===== config.mk =====
export PLATFORM = sky130hd
export DESIGN_NAME = ic1337_share_ctrl
export DESIGN_NICKNAME = d
export VERILOG_FILES = /design/src/rtl/ic1337_share_pkg.sv /design/src/rtl/ic1337_share_ctrl_rr_arb2.sv /design/src/rtl/ic1337_share_ctrl.sv
export SDC_FILE = /design/constraint.sdc
export NUM_CORES = 1
export LEC_CHECK = 0
export BUFFER_PORTS_ARGS = -buffer_cell sky130_fd_sc_hd__buf_2
export CORE_MARGIN = 5
export CORE_UTILIZATION = 50
export DETAILED_ROUTE_END_ITERATION = 10
export PLACE_DENSITY = 0.92
export SYNTH_ARGS = -nofsm -noshare
export SYNTH_HDL_FRONTEND = slang
export SYNTH_SLANG_ARGS = --single-unit

===== constraint.sdc =====
create_clock -name clk -period 2.3 [get_ports clk]
set_input_delay 0.345 -clock clk [delete_from_list [all_inputs] [get_ports clk]]
set_output_delay 0.345 -clock clk [all_outputs]
set_load 0.02 [all_outputs]

===== src/rtl/ic1337_share_pkg.sv =====
// Shared types and constants for the ic1337 sharing controller.
package ic1337_share_pkg;

  typedef enum logic [1:0] {
    IDLE  = 2'd0,
    APPLY = 2'd1,
    DONE  = 2'd2
  } state_t;

  localparam logic [2:0] IDLE_VEC = 3'b000;

  // Bit positions of the device outputs inside {Z,Q1,Q0}
  localparam int RES_Z  = 2;
  localparam int RES_Q1 = 1;
  localparam int RES_Q0 = 0;

endpackage


===== src/rtl/ic1337_share_ctrl_rr_arb2.sv =====
// Two-way round-robin arbiter, purely combinational; the pointer lives in the parent.
module rr_arb2
  import ic1337_share_pkg::*;
(
  input  logic [1:0] req,
  input  logic       last_owner,
  input  logic       enable,
  output logic [1:0] win
);

  // NOTE: assign every always_comb output a default first so no latch is inferred.
  always_comb begin
    win = 2'b00;
    if (enable) begin
      unique case (req)
        2'b01:   win = 2'b01;
        2'b10:   win = 2'b10;
        2'b11:   win = last_owner ? 2'b01 : 2'b10;
        default: win = 2'b00;
      endcase
    end
  end

endmodule


===== src/rtl/ic1337_share_ctrl.sv =====
// Time-shares one ic1337 device between two requesters, holding each vector HOLD_CYCLES edges.
// Optional per-requester completed-operation counters when IC1337_SHARE_STATS_EN is defined.
module ic1337_share_ctrl
  import ic1337_share_pkg::*;
#(
  parameter int         HOLD_CYCLES = 1,
  parameter logic [2:0] IDLE_IN     = IDLE_VEC
) (
  input  logic       clk,
  input  logic       rst,
  input  logic       req0,
  input  logic [2:0] in0,
  input  logic       req1,
  input  logic [2:0] in1,
  output logic       gnt0,
  output logic       gnt1,
  output logic       done0,
  output logic       done1,
  output logic [2:0] result,
  output logic       busy,
  output logic [2:0] dev_i,
  input  logic [2:0] dev_q
`ifdef IC1337_SHARE_STATS_EN
  ,
  output logic [7:0] ops0,
  output logic [7:0] ops1
`endif
);

  localparam int CW = $clog2(HOLD_CYCLES + 1);
  localparam logic [CW-1:0] CNT_LAST = CW'(HOLD_CYCLES - 1);

  state_t        state;
  logic [CW-1:0] cnt;
  logic          owner;       // 1 = requester 1 owns the current operation
  logic          last_owner;  // round-robin pointer
  logic [2:0]    dev_vec;     // sole source of dev_i
  logic [1:0]    win;

  rr_arb2 u_arb (
    .req        ({req1, req0}),
    .last_owner (last_owner),
    .enable     (state == IDLE),
    .win        (win)
  );

  assign dev_i = dev_vec;

  // NOTE: sequential state uses non-blocking assignments only.
  always_ff @(posedge clk) begin
    if (rst) begin
      state      <= IDLE;
      cnt        <= '0;
      owner      <= 1'b0;
      last_owner <= 1'b1;  // requester 0 wins the first contention
      dev_vec    <= IDLE_IN;
      gnt0       <= 1'b0;
      gnt1       <= 1'b0;
      done0      <= 1'b0;
      done1      <= 1'b0;
      busy       <= 1'b0;
      result     <= 3'b000;
    end else begin
      unique case (state)
        IDLE: begin
          if (win != 2'b00) begin
            state   <= APPLY;
            cnt     <= '0;
            owner   <= win[1];
            gnt0    <= win[0];
            gnt1    <= win[1];
            busy    <= 1'b1;
            dev_vec <= win[1] ? in1 : in0;
          end
        end
        APPLY: begin
          if (cnt == CNT_LAST) begin
            state   <= DONE;
            result  <= {dev_q[RES_Z], dev_q[RES_Q1], dev_q[RES_Q0]};
            done0   <= ~owner;
            done1   <= owner;
            dev_vec <= IDLE_IN;
          end else begin
            cnt <= cnt + CW'(1);
          end
        end
        DONE: begin
          state      <= IDLE;
          last_owner <= owner;
          gnt0       <= 1'b0;
          gnt1       <= 1'b0;
          done0      <= 1'b0;
          done1      <= 1'b0;
          busy       <= 1'b0;
        end
        default: state <= IDLE;
      endcase
    end
  end

`ifdef IC1337_SHARE_STATS_EN
  // Saturating completion counters; an aborted operation never reaches DONE.
  always_ff @(posedge clk) begin
    if (rst) begin
      ops0 <= 8'd0;
      ops1 <= 8'd0;
    end else if (state == DONE) begin
      if (!owner && ops0 != 8'hFF) ops0 <= ops0 + 8'd1;
      if (owner && ops1 != 8'hFF)  ops1 <= ops1 + 8'd1;
    end
  end
`endif

endmodule

==> impl_metrics.yaml <==
place:
  io_buffers: 23
  hpwlAfterDp_mm: 1.071
  placed_cells: 105
  gp_congestion: 0.7756
floorplanning:
  initial_utilization_pct: 52.00
  dieArea_um2: 2167
  design.core.area_um2: 1285
  die_w_um: 46.56
  pin_count: 24
  die_h_um: 46.56
  rows: 13
pwr:
  p_leak_nw: 0.3928
  seq_power_share_pct: 48.4
  p_int_w: 0.0004351
  power_frac_clock_pct: 22.7
  peakVddDrop_mv: 0.3649
  switching_share_pct: 31.28
  netSwitchingPower_w: 0.0001980
  p_total_w: 0.0006330
  power_frac_comb_pct: 28.8
  power_density_nw_per_um2: 771.3
critical_path:
  timing.critical_path.buf_inv: 1
  reg2regPathDepth: 6
  path_cells: "inv_1 > ha_1 > nor3b_4 > nor2_1 > nor2_1 > o2bb2ai_1"
  path_common_cell: "nor2_1"
  crit_family: "simple AND/OR/NAND/NOR gates"
  slowest_stage: "nor3b_4"
  r2r-end: "dev_i[1]"
  start_kind: "flip-flop"
  ff2ff_setup_slack_ns: 0.80
  worstPathArrival_ns: 1.72
  critical_path.startpoint: "state[1]"
  critPathKind: "reg -> reg"
  cp_max_fo: 7
  max_stage_delay_ns: 0.34
  critPathCaptureType: "flip-flop"
  r2r-start: "state[1]"
  crit_required_ns: 2.51
finish:
  regArea_um2: 300.3
  multi_input_area_um2: 349.1
  antennaDiodeCount: 0
  fin_cells: 109
  final_layout_size_suffix_gt1_share_pct: 28.72
  area_growth_pct: 22.85
  fillers: 112
  nets: 112
synth:
  yosysTopAreaCell: "dfxtp_1"
  synth-main-ff-cell: "dfxtp_1"
  synthesis.nets: 86
  synth_area_leaders: "dfxtp_1, mux2i_1, ha_1"
  netlist_area_um2: 668.1
  synth_most_common_cell: "dfxtp_1"
  synth_edf_count: 0
  synth_async_sr_flop_share_pct: 0
  synth_cells: 69
  yosysTopAreaCellShare_pct: 44.94
  ys_seq_elements: 15
  yosys_warnings: 0
  ys_seq_area_share_pct: 44.94
  ys_top_cells_by_count: "dfxtp_1, nor2_1, mux2i_1"
  syn_area_per_cell_um2: 9.683
  synth_cell_type_count: 20
drt:
  drtPass1Iterations: 4
  antenna_left: 0
  drc: 0
  drt_wl_total_mm: 1.348
  vias_per_cell: 5.266
  first_iter_violations: 3
  vias: 574
  wl_per_cell_um: 12.37
cts:
  cts_resized: 0
  numClockSinks: 15
  insertion_delay_ns: 0.27
  post-cts-setup-buffers: 0
  cts-root-buf: "clkbuf_4"
  clock_path_buffers: 2
  cts.hold.buffers_added: 0
  clkTransAtPathRegs_ns: 0.08
  cts_tree: "yes"
  h-tree-depth: 1
  cts_buffers: 3
grt:
  grt_antenna_before_repair: 0
  grt_pass1_wl_mm: 2.318
  grt_max_degree: 15
  grt_pass1_vias: 557
  overflow: 0
  gr-usage-all-layers_pct: 15.33
timing:
  fmax_mhz: 665.1
  setup_violations: 0
  min_period_over_period_pct: 65.38
  rsz0062_at_grt: "no"
  worstMarginPinSlew_ns: 0.2886
  slew_headroom_pct: 80.74
  fin_crit_ns: 1.504
  hold_viol: 0
  finClkSkew_ns: 0.0005109
  tns_ns: 0
  hold-worst-slack_ns: 0.3027
  slew_violations: 0
status:
  status: "finished clean"
min_path:
  min_to: "result[2]"
  min_from: "dev_q[2]"
  hp-class: "in -> reg"
  min_delay_path_depth: 3
flow_run:
  drv_cap: 0
==> state kept, by name, summed over array words and instances (netlist names) <==
name,cells
dev_i,3
result,3
state,2
busy,1
done0,1
done1,1
gnt0,1
gnt1,1
last_owner,1
owner,1
==> cell families after synthesis <==
kind of cell / count (synthesis) / share of synthesized area, %
buffers and inverters: 5 / 2.809
AO/OA/AOI/OAI: 12 / 12.74
flip-flops: 15 / 44.94
adder cells (fa/ha/maj): 4 / 7.491
AND/OR/NAND/NOR: 24 / 18.54
multiplexers: 9 / 13.48
==> cell type report <==
type | count | share of cell area, %
inverters | 3 | 1.372
clock buffers | 4 | 3.201
multi-input cells | 49 | 42.53
repair buffers | 23 | 14.02
flip-flops and latches | 15 | 36.59
well taps | 15 | 2.287
==> worst max-delay path by stage <==
stage	endpoint	slack, ns	depth (start not counted)
after global placement	dev_i[2]	0.92	6
after global routing	gnt1	0.67	6
after floorplan	dev_i[0]	0.97	5
after CTS	dev_i[0]	0.80	6
final	dev_i[1]	0.80	6
after detailed placement	dev_i[0]	0.81	6
==> power by group through the flow <==
stage	Sequential (W)	Combinational [W]	Clock, W
2_1_floorplan	0.000338	0.000103	0
3_3_place_gp	0.000311	0.000178	0
3_5_place_dp	0.000312	0.000183	0
4_1_cts	0.000307	0.000184	0.000150
5_1_grt	0.000310	0.000204	0.000163
6_report	0.000307	0.000182	0.000144
==> worst reg2reg max path, delay by kind of cell (launching register included) <==
| kind | cells | cell delay (ns) |
|---|---|---|
| buffers and inverters | 1 | 0.10 |
| adders and majority gates | 1 | 0.27 |
| AOI/OAI and AO/OA | 1 | 0.13 |
| and+or+nand+nor | 3 | 0.60 |
| DFF | 1 | 0.33 |
==> layout by cell type, fill, tap and decap left out, types with 2 or more instances in the layout <==
| master | synthesis | final |
|---|---|---|
| clkbuf_4 | 0 | 3 |
| a32oi_1 | 2 | 2 |
| a21oi_1 | 4 | 4 |
| ha_1 | 4 | 4 |
| nand2_1 | 3 | 3 |
| o2bb2ai_1 | 3 | 3 |
| buf_2 | 0 | 23 |
| nor2_1 | 13 | 13 |
| dfxtp_1 | 15 | 15 |
| inv_1 | 3 | 3 |
| nor2b_1 | 2 | 2 |
| mux2i_1 | 9 | 9 |
==> routing by layer <==
| layer | GRT usage (%) | vias up | routed length, µm |
|---|---|---|---|
| li1 | - | 289 | - |
| met1 | 17.99 | 267 | 580 |
| met2 | 24.18 | 16 | 683 |
| met3 | 5.078 | 2 | 75 |
| met4 | 8.523 | 0 | 9 |
| met5 | 0 | - | 0 |
==> through the flow <==
step                util [%]  area [µm²]  worst slack [ns]
floorplan                  -       668.1            0.9720
global route           63.88       820.8            0.6742
CTS                    63.88       820.8            0.8007
finish                 63.88       820.8            0.7964
global placement       61.83       794.5            0.9203
detailed placement     61.83       794.5            0.8126
Note: power is estimated with default switching activity, not from simulation.
